`src/rtl/btc_miner_sequencer.sv`:
```
// btc_miner_sequencer: hands one job at a time to NUM_CORES mining cores and
// collects their nonce finds, round-robin arbitrated, into a tagged result FIFO.
module btc_miner_sequencer #(
  parameter int NUM_CORES  = 8,
  parameter int FIFO_DEPTH = 4,
  parameter int JOB_ID_W   = 8
) (
  input  logic                         clk,
  input  logic                         arst_n,
  input  logic                         job_valid,
  input  logic [JOB_ID_W-1:0]          job_id,
  output logic                         job_ready,
  output logic                         core_start,
  input  logic [NUM_CORES-1:0]         core_done,
  input  logic [NUM_CORES-1:0]         core_found,
  input  logic [NUM_CORES*32-1:0]      core_nonce,
  output logic                         res_valid,
  input  logic                         res_ready,
  output logic [31:0]                  res_nonce,
  output logic [$clog2(NUM_CORES)-1:0] res_core,
  output logic [JOB_ID_W-1:0]          res_job_id,
  output logic                         busy,
  output logic                         job_done,
  output logic                         overflow,
  input  logic                         clr_overflow
);
  localparam int CW = $clog2(NUM_CORES);
  localparam int AW = $clog2(FIFO_DEPTH);
  localparam int EW = JOB_ID_W + CW + 32;
  localparam logic [AW:0] PTR_ONE = 1;
  localparam logic [CW-1:0] IDX_ONE = 1;

  // state | meaning
  // IDLE  | no job in flight, job_ready high
  // START | core_start pulse to all cores
  // GUARD | core_done ignored while cores clear a stale done
  // RUN   | waiting for every core to report done
  // DRAIN | waiting for all pending finds to reach the FIFO
  typedef enum logic [2:0] {S_IDLE, S_START, S_GUARD, S_RUN, S_DRAIN} state_t;

  state_t              r_state;
  logic                r_job_ready;
  logic                r_core_start;
  logic                r_busy;
  logic                r_job_done;
  logic                r_overflow;
  logic [JOB_ID_W-1:0] r_cur_id;

  logic [NUM_CORES-1:0] r_found_q;
  logic [NUM_CORES-1:0] r_pend;
  logic [CW-1:0]        r_rr_ptr;
  logic [31:0]          r_cap [NUM_CORES];

  logic [EW-1:0] r_mem [FIFO_DEPTH];
  logic [AW:0]   r_wr_ptr;
  logic [AW:0]   r_rd_ptr;

  logic                 w_rec_en;
  logic                 w_full;
  logic                 w_empty;
  logic                 w_push;
  logic                 w_pop;
  logic [NUM_CORES-1:0] w_rec;
  logic [NUM_CORES-1:0] w_clr;
  logic [NUM_CORES-1:0] w_lost;
  logic [CW-1:0]        w_gnt_idx;
  logic [CW-1:0]        w_cand;
  logic [EW-1:0]        w_head;

  always_ff @(posedge clk or negedge arst_n) begin
    if (!arst_n) begin
      r_state      <= S_IDLE;
      r_job_ready  <= 1'b1;
      r_core_start <= 1'b0;
      r_busy       <= 1'b0;
      r_job_done   <= 1'b0;
      r_cur_id     <= '0;
    end else begin
      r_core_start <= 1'b0;
      r_job_done   <= 1'b0;
      case (r_state)
        S_IDLE: begin
          if (job_valid) begin
            r_cur_id     <= job_id;
            r_state      <= S_START;
            r_job_ready  <= 1'b0;
            r_busy       <= 1'b1;
            r_core_start <= 1'b1;
          end
        end
        S_START: r_state <= S_GUARD;
        S_GUARD: r_state <= S_RUN;
        S_RUN: begin
          if (&core_done) r_state <= S_DRAIN;
        end
        S_DRAIN: begin
          if (r_pend == '0) begin
            r_state     <= S_IDLE;
            r_job_done  <= 1'b1;
            r_job_ready <= 1'b1;
            r_busy      <= 1'b0;
          end
        end
        default: begin
          r_state     <= S_IDLE;
          r_job_ready <= 1'b1;
          r_busy      <= 1'b0;
        end
      endcase
    end
  end

  assign w_rec_en = (r_state == S_START) || (r_state == S_GUARD) || (r_state == S_RUN);
  assign w_rec    = core_found & ~r_found_q & {NUM_CORES{w_rec_en}};

  // Round-robin search from r_rr_ptr; wrap comes free since NUM_CORES is a power of 2.
  always_comb begin
    w_push    = 1'b0;
    w_gnt_idx = '0;
    w_cand    = '0;
    if (!w_full) begin
      for (int k = 0; k < NUM_CORES; k++) begin
        w_cand = r_rr_ptr + CW'(k);
        if (!w_push && r_pend[w_cand]) begin
          w_push    = 1'b1;
          w_gnt_idx = w_cand;
        end
      end
    end
  end

  always_comb begin
    w_clr = '0;
    if (w_push) w_clr[w_gnt_idx] = 1'b1;
  end

  // A find is lost only if its slot stays occupied through this cycle.
  assign w_lost = w_rec & r_pend & ~w_clr;

  always_ff @(posedge clk or negedge arst_n) begin
    if (!arst_n) begin
      r_found_q  <= '0;
      r_pend     <= '0;
      r_rr_ptr   <= '0;
      r_overflow <= 1'b0;
    end else begin
      r_found_q <= core_found;
      r_pend    <= (r_pend & ~w_clr) | w_rec;
      if (w_push) r_rr_ptr <= w_gnt_idx + IDX_ONE;
      if (|w_lost) r_overflow <= 1'b1;
      else if (clr_overflow) r_overflow <= 1'b0;
    end
  end

  always_ff @(posedge clk) begin
    for (int i = 0; i < NUM_CORES; i++) begin
      if (w_rec[i] && !w_lost[i]) r_cap[i] <= core_nonce[32*i +: 32];
    end
  end

  assign w_empty = (r_wr_ptr == r_rd_ptr);
  assign w_full  = (r_wr_ptr[AW] != r_rd_ptr[AW]) &&
                   (r_wr_ptr[AW-1:0] == r_rd_ptr[AW-1:0]);
  assign w_pop   = !w_empty && res_ready;

  always_ff @(posedge clk or negedge arst_n) begin
    if (!arst_n) begin
      r_wr_ptr <= '0;
      r_rd_ptr <= '0;
    end else begin
      if (w_push) r_wr_ptr <= r_wr_ptr + PTR_ONE;
      if (w_pop)  r_rd_ptr <= r_rd_ptr + PTR_ONE;
    end
  end

  always_ff @(posedge clk) begin
    if (w_push) r_mem[r_wr_ptr[AW-1:0]] <= {r_cur_id, w_gnt_idx, r_cap[w_gnt_idx]};
  end

  // Head is masked when empty so stale storage never shows after a flush.
  assign w_head = w_empty ? '0 : r_mem[r_rd_ptr[AW-1:0]];

  assign res_valid  = !w_empty;
  assign res_nonce  = w_head[31:0];
  assign res_core   = w_head[32 +: CW];
  assign res_job_id = w_head[32+CW +: JOB_ID_W];

  assign job_ready  = r_job_ready;
  assign core_start = r_core_start;
  assign busy       = r_busy;
  assign job_done   = r_job_done;
  assign overflow   = r_overflow;

endmodule

```
`config.mk`:
```
export PLATFORM = sky130hd
export DESIGN_NAME = btc_miner_sequencer
export DESIGN_NICKNAME = d
export VERILOG_FILES = /design/src/rtl/btc_miner_sequencer.sv
export SDC_FILE = /design/constraint.sdc
export NUM_CORES = 1
export LEC_CHECK = 0
export CORE_MARGIN = 2
export CORE_UTILIZATION = 53
export DETAILED_ROUTE_END_ITERATION = 8
export PLACE_DENSITY = 0.8
export SETUP_SLACK_MARGIN = 0.05
export SLEW_MARGIN = 10
export SYNTH_ARGS = -nofsm -noshare
export SYNTH_HDL_FRONTEND = slang
export SYNTH_SLANG_ARGS = --single-unit
```
`constraint.sdc`:
```
create_clock -name clk -period 6.5 [get_ports clk]
set_input_delay 0.65 -clock clk [delete_from_list [all_inputs] [get_ports clk]]
set_output_delay 0.65 -clock clk [all_outputs]
set_load 0.005 [all_outputs]
```
# ---- After elaboration in Yosys (flattened, before gate mapping)
# Memory sizes are Yosys's and may differ from the RTL's.
# Cells that the tools add are included.
dict set report op_classes {
  n_addsub 10
  magnitude_cmp 10
  n_eq_ne 10
  n_mux 79
  n_bitwise 9
  n_reduce_logical 45
}
# operator count
set op_table {}
lappend op_table {{$mux 1} 53}
lappend op_table {{$mux 43} 1}
lappend op_table {{$and 8x8->8} 5}
lappend op_table {{$lt 3x4->1 const B} 9}
lappend op_table {{$mux 3} 12}
lappend op_table {{$bmux 1 s3} 8}
lappend op_table {{$logic_and 1x1->1} 18}
lappend op_table {{$logic_not 1->1} 16}
lappend op_table {{$not 8->8} 2}
lappend op_table {{$pmux 3 s5} 1}
lappend op_table {{$add 3x1->3 const B} 4}
lappend op_table {{$add 3x3->3 const B} 4}
lappend op_table {{$logic_not 8->1} 1}
lappend op_table {{$mux 8} 1}
lappend op_table {{$or 8x8->8} 1}
lappend op_table {{$reduce_and 8->1} 1}
lappend op_table {{$reduce_or 8->1} 1}
lappend op_table {{$add 3x2->3 const B} 2}
lappend op_table {{$eq 3x2->1 const B} 2}
lappend op_table {{$ne 2x2->1 const B} 3}
lappend op_table {{$pmux 1 s3} 2}
lappend op_table {{$reduce_and 3->1} 2}
lappend op_table {{$demux 1 s3} 1}
lappend op_table {{$eq 3x1->1 const B} 1}
lappend op_table {{other kinds (11)} 12}
dict set report totals {
  reg_bits 41
  ramBits 428
  inputBits 285
  word_cells 177
  memories 2
}
# name depth width rd rd_ports_with_merged_regs write_ports line_no
set memory_table {}
lappend memory_table {r_cap 8 32 1 0 8 52} ;# logic [31:0] r_cap [NUM_CORES];
lappend memory_table {r_mem 4 43 1 0 1 54} ;# logic [EW-1:0] r_mem [FIFO_DEPTH];

# ---- Logic depth before layout (Yosys ltp)
# Gate-level depths: netlist of run 1.
dict set report depth {
  word_depth 43
  ltp_mapped 19
}

# ---- Worst setup path before layout of run 1
# Ideal clock, no wire load.
dict set report synth_path {
  path_kind {flip-flop to flip-flop}
  startpoint {reg r_rr_ptr[1]}
  endpoint {mem r_cap[3][0] (enable)}
  setup_time_ps 432
  t_arrival_ps 5308
  t_required_ps 6068
  path_slack_ps 760
  path_stages_with_launch 17
  period_less_slack_ps 5740
  cell_sequence {dfrtp_1 buf_2 buf_1 inv_1 ha_1 buf_2 mux4_2 mux2i_1 o2111ai_1 o21ai_1 nor2_1 or4_1 buf_2 nor3_2 buf_2 nand2_1 a21oi_1}
}
# item line_no
set synth_lines {}
lappend synth_lines {{start: declaration} 51} ;# logic [CW-1:0] r_rr_ptr;
lappend synth_lines {{start signal: assignment} 149} ;# if (w_push) r_rr_ptr <= w_gnt_idx + IDX_ONE;
lappend synth_lines {{end: declaration} 52}

==> impl_metrics.py, run 1 <==
metrics = {
    "status": {
        "status": "completed",
    },
    "worst_setup_path": {
        "max_stage_delay_ns": 0.82,
        "crit_type": "flop to flop",
        "cp-start-kind": "flop",
        "endpoint": "r_cap[7][4]$_DFFE_PP_",
        "rrSetupSlack_ns": 1.37,
        "crit_required_ns": 6.77,
        "r2r-start": "r_rr_ptr[0]$_DFFE_PN0P_",
        "end_kind": "flop",
        "cp.arrival_ns": 5.39,
        "cp_max_fo": 34,
        "crit_start": "r_rr_ptr[0]$_DFFE_PN0P_",
        "worstPathCellList": "inv_1 -> ha_1 -> mux4_2 -> mux2i_1 -> o2111ai_1 -> o21ai_1 -> nor2_1 -> or4_4 -> nor3_4 -> nand2_1 -> a21oi_4 -> buf_12",
        "rr_endpoint": "r_cap[7][4]$_DFFE_PP_",
        "critical_path.slowest_cell": "ha_1",
        "r2r_cells": 12,
    },
    "clocking": {
        "clock-sinks": 469,
        "clk_pin_slew_ns": 0.06,
        "cts_root_buffer": "clkbuf_16",
        "clock_latency_ns": 0.57,
        "cts_max_level": 2,
        "cts.repair.resized": 0,
        "hold_buffers": 0,
        "cts_max_path_buffers": 3,
        "cts_tree": "done",
        "cts_inserted_buffers": 48,
        "post-cts-setup-buffers": 0,
    },
    "grt": {
        "grt-ovfl-total": 0,
        "antenna_found_initial": 9,
        "grt_pass1_wl_mm": 74.1,
        "first_global_vias": 12000,
        "grt.total_usage_pct": 26.5,
        "grt_max_degree": 47,
    },
    "logic_synthesis": {
        "avgSynthCellArea_sq_um": 16.8,
        "yosysUniqueCellTypes": 65,
        "synth_edf_count": 428,
        "synth_seq_cells": 469,
        "synthFlopType": "edfxtp_1",
        "async_flop_share_pct": 8.74,
        "ys_seq_area_share_pct": 72.1,
        "netlist_instances": 1144,
        "synth_fp_nets": 1436,
        "syn-cell-area_sq_um": 19200,
        "yosysWarnings": 0,
    },
    "detailed_routing": {
        "dr.pass1.iters": 5,
        "routedWlPerCell_um": 25.1,
        "drc": 0,
        "wirelength_mm": 50.0,
        "drtIter0Drc": 1137,
        "dr_wl_met3_mm": 4.31,
        "vias_per_cell": 5.86,
        "ant_nets": 0,
        "num_vias": 11700,
        "top_layer": "met4",
        "met1_length_mm": 20.5,
        "wl_met2_mm": 23.9,
    },
    "floorplan": {
        "num_io_pins": 334,
        "initial_core_util_pct": 54.0,
        "core_area_sq_um": 35700,
        "rows": 69,
        "dieHeight_um": 195,
        "die_w_um": 195,
        "dieArea_sq_um": 37900,
    },
    "placed_design": {
        "gp_congestion": 0.890,
        "port_buffers": 333,
        "dpl.hpwl_mm": 35.3,
        "placed_area_sq_um": 23200,
    },
    "timing": {
        "grt_setup_unrepaired": "no",
        "fmax_mhz": 195,
        "relSlewSlack_pct": 26.4,
        "finalSetupTns_ns": 0,
        "hold_violations": 0,
        "finalClockSkew_ns": 0.0108,
        "min_period_over_period_pct": 78.9,
        "report.final.slew_viol_count": 0,
        "worst_slew_pin_slew_ns": 1.10,
        "period_needed_ns": 5.13,
        "setup_viol": 0,
    },
    "layout": {
        "nNetsFinal": 1781,
        "drive_above_1_share_pct": 15.5,
        "design_area_sq_um": 24900,
        "syn_to_final_growth_pct": 29.2,
    },
    "hold_path": {
        "min_path_type": "input port to async pin",
    },
    "job": {
        "maxCapViolations": 0,
    },
}
## synthesized netlist by cell type (3+ instances only)
cell | number | area, sq um
nand3_1 | 26 | 130
o21ai_1 | 9 | 45.0
buf_2 | 28 | 140
mux2i_1 | 79 | 791
mux4_2 | 56 | 1260
nor3_1 | 5 | 25.0
a211oi_1 | 5 | 37.5
ha_1 | 7 | 87.6
o221a_2 | 3 | 33.8
and2_1 | 5 | 31.3
a21oi_1 | 38 | 190
a221oi_1 | 34 | 298
nand2b_1 | 4 | 25.0
xor2_1 | 3 | 26.3
nand2_1 | 72 | 270
edfxtp_1 | 428 | 12900
nor2b_1 | 51 | 319
buf_1 | 3 | 11.3
inv_1 | 13 | 48.8
dfrtp_1 | 40 | 1000
xnor2_1 | 8 | 70.1
nand3b_1 | 9 | 67.6
mux2_2 | 41 | 462
nor2_1 | 34 | 128
o221ai_1 | 5 | 43.8
a31oi_1 | 4 | 25.0
clkbuf_1 | 36 | 135
o21ai_0 | 36 | 180
o22ai_1 | 19 | 119
## critical path, delay by kind of cell, from the launching register on
kind                     cells  cell delay (ns)
AND/OR/NAND/NOR              4             1.52
multiplexers                 2             0.96
adder cells (fa/ha/maj)      1             0.82
AO/OA/AOI/OAI                3             0.79
buffers and inverters        2             0.36
flip-flops                   1             0.34
## per-stage QoR
step           hold slack, ns  std cells  utilization (%)  worst slack, ns
4_1_cts                 0.177       1987             69.7             1.38
6_report                0.156       1994             69.7             1.37
2_1_floorplan           0.354       1144                -            0.760
3_3_place_gp            0.483       1900             65.2             1.44
3_5_place_dp            0.485       1900             65.2             1.42
5_1_grt                 0.200       1994             69.7             1.02
## registers in the layout, indices dropped and copies added (netlist names), 8 cells and up
| signal | flops |
|---|---|
| r_cur_id | 8 |
| r_pend | 8 |
| r_cap | 256 |
| r_found_q | 8 |
| r_mem | 172 |
## kinds of logic (layout without fill, tap and decap cells)
logic type               Yosys count  count (layout)  synth area share [%]
buffers and inverters             85             467                  1.90
adder cells (fa/ha/maj)            7               7                 0.455
flip-flops                       469             469                  72.1
multiplexers                     177             177                  13.2
XOR/XNOR                          12              12                 0.585
other                              0               7                     0
AO/OA/AOI/OAI                    172             172                  5.91
AND/OR/NAND/NOR                  222             222                  5.85
## layout make-up
class	instances	area (sq um)
flip-flops and latches	469	13900
fillers	2298	10800
multi-input cells	590	5110
repair buffers	365	3610
clock buffers	61	1300
well taps	461	577
clock inverters	26	317
inverters	15	56.3
diodes	7	17.5
## worst min-delay path by stage
stage,endpoint,slack (ns)
final,r_found_q[5]$_DFF_PN0_,0.16
after global placement,r_mem[3][38]$_DFFE_PP_,0.48
after floorplan,busy$_DFFE_PN0P_,0.35
after global routing,r_pend[2]$_DFF_PN0_,0.20
after CTS,r_pend[2]$_DFF_PN0_,0.18
after detailed placement,r_wr_ptr[2]$_DFFE_PN0P_,0.49
## cell usage in the layout (no fill, tap or decap), types with 6 or more instances in the layout
| cell | n |
|---|---|
| nand3b_1 | 9 |
| nand3_1 | 26 |
| inv_1 | 12 |
| clkinv_2 | 8 |
| xnor2_1 | 8 |
| o22ai_1 | 19 |
| clkdlybuf4s50_1 | 332 |
| nand2_1 | 71 |
| mux4_2 | 56 |
| clkbuf_16 | 48 |
| a21oi_1 | 35 |
| diode_2 | 7 |
| edfxtp_1 | 428 |
| buf_4 | 29 |
| nor2b_1 | 46 |
| clkbuf_1 | 8 |
| o21ai_0 | 36 |
| dfrtp_1 | 38 |
| clkinv_1 | 6 |
| mux2i_1 | 79 |
| o21ai_1 | 8 |
| nor2_1 | 33 |
| mux2_2 | 41 |
| bufinv_16 | 6 |
| a221oi_1 | 34 |
| ha_1 | 7 |
## layer usage
layer	up-vias	global-route usage, %
li1	5198	-
met1	5779	37.1
met2	639	42.5
met3	73	5.14
met4	0	8.21
met5	-	0
Power of run 1 is not shown: default switching activity piles up to over one toggle a cycle in this logic, so the estimate is an artifact.
==> inputs of run 2 (changes only) <==
CORE_UTILIZATION = 48   (was 53)
PLACE_DENSITY = 0.76   (was 0.8)
clock period = 4.71 ns   (was 6.5 ns; I/O delays follow)
==> run 2 against run 1 <==
Effect of this change: die area increased by 10%; maximum frequency rose by 15%; first-iteration DRC count decreased by 5.5%; clock-buffer cell count decreased by 2; setup slack got worse by 1.1 ns; utilization down 6.7 points; final cell count is 3.5% higher; wire length up 3.6%; hold slack lost 0.14 ns; sequential share of layout area down 0.27 points; critical path depth increased by 2; clock skew increased by 0.011 ns; critical path type unchanged; largest cell class unchanged.
==> impl_metrics.py, run 2 (same netlist as run 1, synthesis figures left out) <==
metrics = {
    "status": {
        "status": "completed",
    },
    "layout": {
        "syn_to_final_growth_pct": 29.8,
        "design_area_sq_um": 25000,
        "drive_above_1_share_pct": 15.9,
        "final_cell_mix": "428 x edfxtp_1, 332 x clkdlybuf4s50_1, 79 x mux2i_1, 71 x nand2_1, 56 x mux4_2",
        "largest_reg_flops": 256,
        "nNetsFinal": 1798,
        "mostFrequentLayoutCell": "edfxtp_1",
        "fin_util_pct": 63.0,
        "regMostFlops": "r_cap",
    },
    "worst_setup_path": {
        "critical_path.slowest_cell": "mux4_2",
        "cp-start-kind": "flop",
        "worstPathCellList": "inv_1 -> ha_1 -> mux4_2 -> mux2i_1 -> o2111ai_1 -> o21ai_1 -> nor2_1 -> or4_4 -> inv_2 -> nor3_4 -> buf_4 -> a221oi_1 -> o22ai_1 -> buf_4",
        "r2r_cells": 14,
        "crit_top_cell": "buf_4",
        "cp_max_fo": 24,
        "crit_required_ns": 5.03,
        "rr_endpoint": "r_mem[0][10]$_DFFE_PP_",
        "crit_type": "flop to flop",
        "cp.arrival_ns": 4.79,
        "r2r-start": "r_rr_ptr[0]$_DFFE_PN0P_",
        "max_stage_delay_ns": 0.62,
        "end_kind": "flop",
        "rrSetupSlack_ns": 0.24,
    },
    "grt": {
        "grt_pass1_wl_mm": 76.4,
        "first_global_vias": 12000,
        "grt-ovfl-total": 0,
        "grt_max_degree": 47,
        "antenna_found_initial": 2,
        "grt_util_met2_pct": 40.2,
        "use_met1_pct": 35.8,
        "gr-usage-met3_pct": 3.71,
        "busiest_layer": "met2",
        "grt.total_usage_pct": 25.0,
    },
    "detailed_routing": {
        "wirelength_mm": 51.8,
        "num_vias": 11800,
        "ant_nets": 0,
        "dr.pass1.iters": 5,
        "drtIter0Drc": 1074,
        "drc": 0,
        "vias_per_cell": 5.71,
        "routedWlPerCell_um": 25.1,
    },
    "hold_path": {
        "min_path_type": "input port to async pin",
    },
    "clocking": {
        "cts_max_path_buffers": 3,
        "cts_inserted_buffers": 46,
        "clock-sinks": 469,
        "clock_latency_ns": 0.57,
        "cts_max_level": 2,
        "post-cts-setup-buffers": 0,
        "clk_pin_slew_ns": 0.06,
        "cts_root_buffer": "clkbuf_16",
        "cts_tree": "done",
    },
    "floorplan": {
        "die_w_um": 204,
        "core_area_sq_um": 39600,
        "dieArea_sq_um": 41700,
        "initial_core_util_pct": 48.6,
        "dieHeight_um": 204,
        "num_io_pins": 334,
        "rows": 73,
    },
    "timing": {
        "period_needed_ns": 4.47,
        "worst_slew_pin_slew_ns": 0.922,
        "grt_setup_unrepaired": "no",
        "fmax_mhz": 224,
        "worst_hold_slack_ns": 0.0131,
        "hold_violations": 0,
        "relSlewSlack_pct": 38.3,
        "setup_viol": 0,
        "finalClockSkew_ns": 0.0222,
        "report.final.slew_viol_count": 0,
        "min_period_over_period_pct": 95.0,
        "finalSetupTns_ns": 0,
    },
    "job": {
        "maxCapViolations": 0,
    },
    "placed_design": {
        "gp_congestion": 0.950,
        "port_buffers": 333,
        "placed_area_sq_um": 23500,
        "dpl.hpwl_mm": 36.5,
    },
}
run 2: stage by stage:
stage / setup WS, ns / cells
2_1_floorplan: 0.128 / 1144
3_3_place_gp: 0.358 / 1983
3_5_place_dp: 0.211 / 1983
4_1_cts: 0.203 / 2063
5_1_grt: 0.0768 / 2064
6_report: 0.236 / 2064
run 2: metal layers:
| metal | share of wire (%) | vias up |
|---|---|---|
| li1 | - | 5230 |
| met1 | 42 | 5850 |
| met2 | 48 | 625 |
| met3 | 8.0 | 76 |
| met4 | 2.2 | 2 |
| met5 | 0.017 | - |
run 2: layout make-up:
class,instances,area [sq um]
Multi-Input combinational cell,590,5110
Clock inverter,21,185
Antenna cell,1,2.50
Inverter,15,56.3
Fill cell,2863,14700
Timing Repair Buffer,384,3840
Clock buffer,59,1240
Sequential cell,469,13900
Tap cell,525,657
run 2: worst max-delay path by stage:
stage / endpoint / cells after the start / slack (ns) / from
2_1_floorplan: r_cap[1][0]$_DFFE_PP_ / 16 / 0.13 / r_rr_ptr[1]$_DFFE_PN0P_
3_3_place_gp: r_mem[0][25]$_DFFE_PP_ / 12 / 0.36 / r_rr_ptr[0]$_DFFE_PN0P_
3_5_place_dp: r_mem[2][11]$_DFFE_PP_ / 13 / 0.21 / r_rr_ptr[0]$_DFFE_PN0P_
4_1_cts: r_mem[0][11]$_DFFE_PP_ / 14 / 0.20 / r_rr_ptr[0]$_DFFE_PN0P_
5_1_grt: r_mem[0][10]$_DFFE_PP_ / 14 / 0.08 / r_rr_ptr[0]$_DFFE_PN0P_
6_report: r_mem[0][10]$_DFFE_PP_ / 14 / 0.24 / r_rr_ptr[0]$_DFFE_PN0P_
run 2: critical path: cells and delay by family, from the launching register on:
kind                     cells  cell delay (ns)
flip-flops                   1             0.35
buffers and inverters        4             0.73
adder cells (fa/ha/maj)      1             0.52
AND/OR/NAND/NOR              3             0.71
AO/OA/AOI/OAI                4             0.93
multiplexers                 2             0.98
run 2: timing repair:
action / in CTS / in global routing
gates resized for setup: 0 / 4
endpoints found under the setup margin: 0 / 84
hold buffers: 0 / 0
Power of run 2 is left out for the same reason.
==> inputs of run 3 (changes only) <==
--- a/config.mk
+++ b/config.mk
@@ -10,2 +10,3 @@
 export DETAILED_ROUTE_END_ITERATION = 8
+export GPL_ROUTABILITY_DRIVEN = 0
 export PLACE_DENSITY = 0.76
==> constraint.sdc (replaced) <==
create_clock -name clk -period 4.71 [get_ports clk]
set_input_delay 0.7065 -clock clk [delete_from_list [all_inputs] [get_ports clk]]
set_output_delay 0.7065 -clock clk [all_outputs]
set_load 0.005 [all_outputs]
==> run 3 against run 2 <==
Effect of this change: setup slack better by 0.013 ns; maximum frequency increased by 0.28%; die area unchanged; sequential cell count stayed put; critical path depth unchanged; via count up 1.6%; clock skew increased by 0.0047 ns; wire length down 0.54%; final cell count down 0.34%; first-iteration DRC count increased by 18%; final area down 0.31%.
==> impl_metrics.py, run 3 (same netlist as run 1, synthesis figures left out) <==
metrics = {
    "layout": {
        "antennaDiodeCount": 0,
        "fin_util_pct": 62.8,
        "drive_above_1_share_pct": 15.5,
        "regMostFlops": "r_cap",
        "final_cell_mix": "428 x edfxtp_1, 332 x clkdlybuf4s50_1, 79 x mux2i_1, 71 x nand2_1, 56 x mux4_2",
        "largest_reg_flops": 256,
        "nNetsFinal": 1791,
        "fillers": 2835,
        "syn_to_final_growth_pct": 29.4,
        "mostFrequentLayoutCell": "edfxtp_1",
    },
    "placed_design": {
        "dpl.hpwl_mm": 36.5,
        "port_buffers": 333,
    },
    "timing": {
        "report.final.slew_viol_count": 0,
        "hold_violations": 0,
        "period_needed_ns": 4.46,
        "min_period_over_period_pct": 94.7,
        "relSlewSlack_pct": 40.4,
        "finalSetupTns_ns": 0,
        "worst_slew_pin_slew_ns": 0.891,
        "setup_viol": 0,
        "fmax_mhz": 224,
        "grt_setup_unrepaired": "yes",
        "finalClockSkew_ns": 0.0269,
    },
    "worst_setup_path": {
        "cp.arrival_ns": 4.69,
        "endpoint": "r_cap[4][10]$_DFFE_PP_",
        "end_kind": "flop",
        "cp-start-kind": "flop",
        "r2r_cells": 14,
        "rrSetupSlack_ns": 0.25,
        "crit_start": "r_rr_ptr[0]$_DFFE_PN0P_",
        "crit_required_ns": 4.93,
        "crit_type": "flop to flop",
        "r2r-start": "r_rr_ptr[0]$_DFFE_PN0P_",
        "rr_endpoint": "r_cap[4][10]$_DFFE_PP_",
        "cp_max_fo": 60,
    },
    "floorplan": {
        "dieHeight_um": 204,
        "die_w_um": 204,
        "dieArea_sq_um": 41700,
        "initial_core_util_pct": 48.6,
        "num_io_pins": 334,
        "rows": 73,
        "core_area_sq_um": 39600,
    },
    "detailed_routing": {
        "routedWlPerCell_um": 25.0,
        "dr.pass1.iters": 5,
        "ant_nets": 0,
        "num_vias": 12000,
        "drc": 0,
        "vias_per_cell": 5.82,
        "wirelength_mm": 51.5,
        "drtIter0Drc": 1271,
    },
    "job": {
        "maxCapViolations": 0,
    },
    "grt": {
        "first_global_vias": 12100,
        "antenna_found_initial": 0,
        "grt_pass1_wl_mm": 76.0,
        "grt_max_degree": 61,
        "grt.total_usage_pct": 24.7,
        "grt-ovfl-total": 0,
    },
    "clocking": {
        "clock-sinks": 469,
        "cts_root_buffer": "clkbuf_16",
        "clock_latency_ns": 0.56,
        "cts_inserted_buffers": 46,
        "cts_max_level": 2,
        "clk_pin_slew_ns": 0.06,
        "hold_buffers": 0,
        "cts_tree": "done",
        "cts_max_path_buffers": 3,
    },
    "hold_path": {
        "min_path_type": "input port to async pin",
    },
    "status": {
        "status": "completed",
    },
}
run 3: layer usage:
layer,GRT usage (%),wire length [um],vias to the layer above
li1,-,-,5215
met1,35.8,21600,5965
met2,39.6,24600,682
met3,3.68,4050,105
met4,6.31,1270,0
met5,0,0,-
run 3: layout make-up:
| class | instances | area (sq um) | share of cell area (%) |
|---|---|---|---|
| well taps | 525 | 657 | 2.64 |
| inverters | 15 | 56.3 | 0.226 |
| flip-flops and latches | 469 | 13900 | 55.7 |
| clock buffers | 56 | 1220 | 4.90 |
| repair buffers | 377 | 3780 | 15.2 |
| multi-input cells | 590 | 5110 | 20.5 |
| clock inverters | 25 | 196 | 0.789 |
run 3: timing repair:
action                                  CTS  global route
endpoints found under the hold margin     0             0
endpoints found under the setup margin    0           106
resized for setup                         0            11
setup buffers                             0             2
run 3: worst min path at each step:
stage	from	endpoint	slack, ns	cells after the start
after detailed placement	r_wr_ptr[2]$_DFFE_PN0P_	r_wr_ptr[2]$_DFFE_PN0P_	0.48	1
after CTS	arst_n	r_pend[1]$_DFF_PN0_	0.27	2
after global routing	arst_n	r_cur_id[5]$_DFFE_PN0P_	0.30	2
after global placement	r_wr_ptr[2]$_DFFE_PN0P_	r_wr_ptr[2]$_DFFE_PN0P_	0.47	1
final	arst_n	r_cur_id[5]$_DFFE_PN0P_	0.25	2
after floorplan	arst_n	busy$_DFFE_PN0P_	0.41	0
run 3: metrics by stage:
stage / instance area [sq um] / worst slack, ns / hold slack (ns) / std cells
after floorplan: 19300 / 0.128 / 0.411 / 1144
after global placement: 23500 / 0.496 / 0.473 / 1974
after detailed placement: 23500 / 0.254 / 0.481 / 1974
after CTS: 24900 / 0.219 / 0.269 / 2055
after global routing: 24900 / 0.0504 / 0.302 / 2057
final: 24900 / 0.249 / 0.255 / 2057
run 3: critical path, cell delays in order (launching register included):
cell and delay [ns]:
dfrtp_1 0.35, inv_1 0.12, ha_1 0.44, buf_4 0.27
mux2i_1 0.12, mux4_2 0.51, a22oi_1 0.33, nor3_1 0.12
a211oi_1 0.31, or4_4 0.27, buf_12 0.31, nand2b_1 0.15
o21ai_0 0.26, nor2b_4 0.20, clkbuf_8 0.32
Power of run 3 is left out for the same reason.
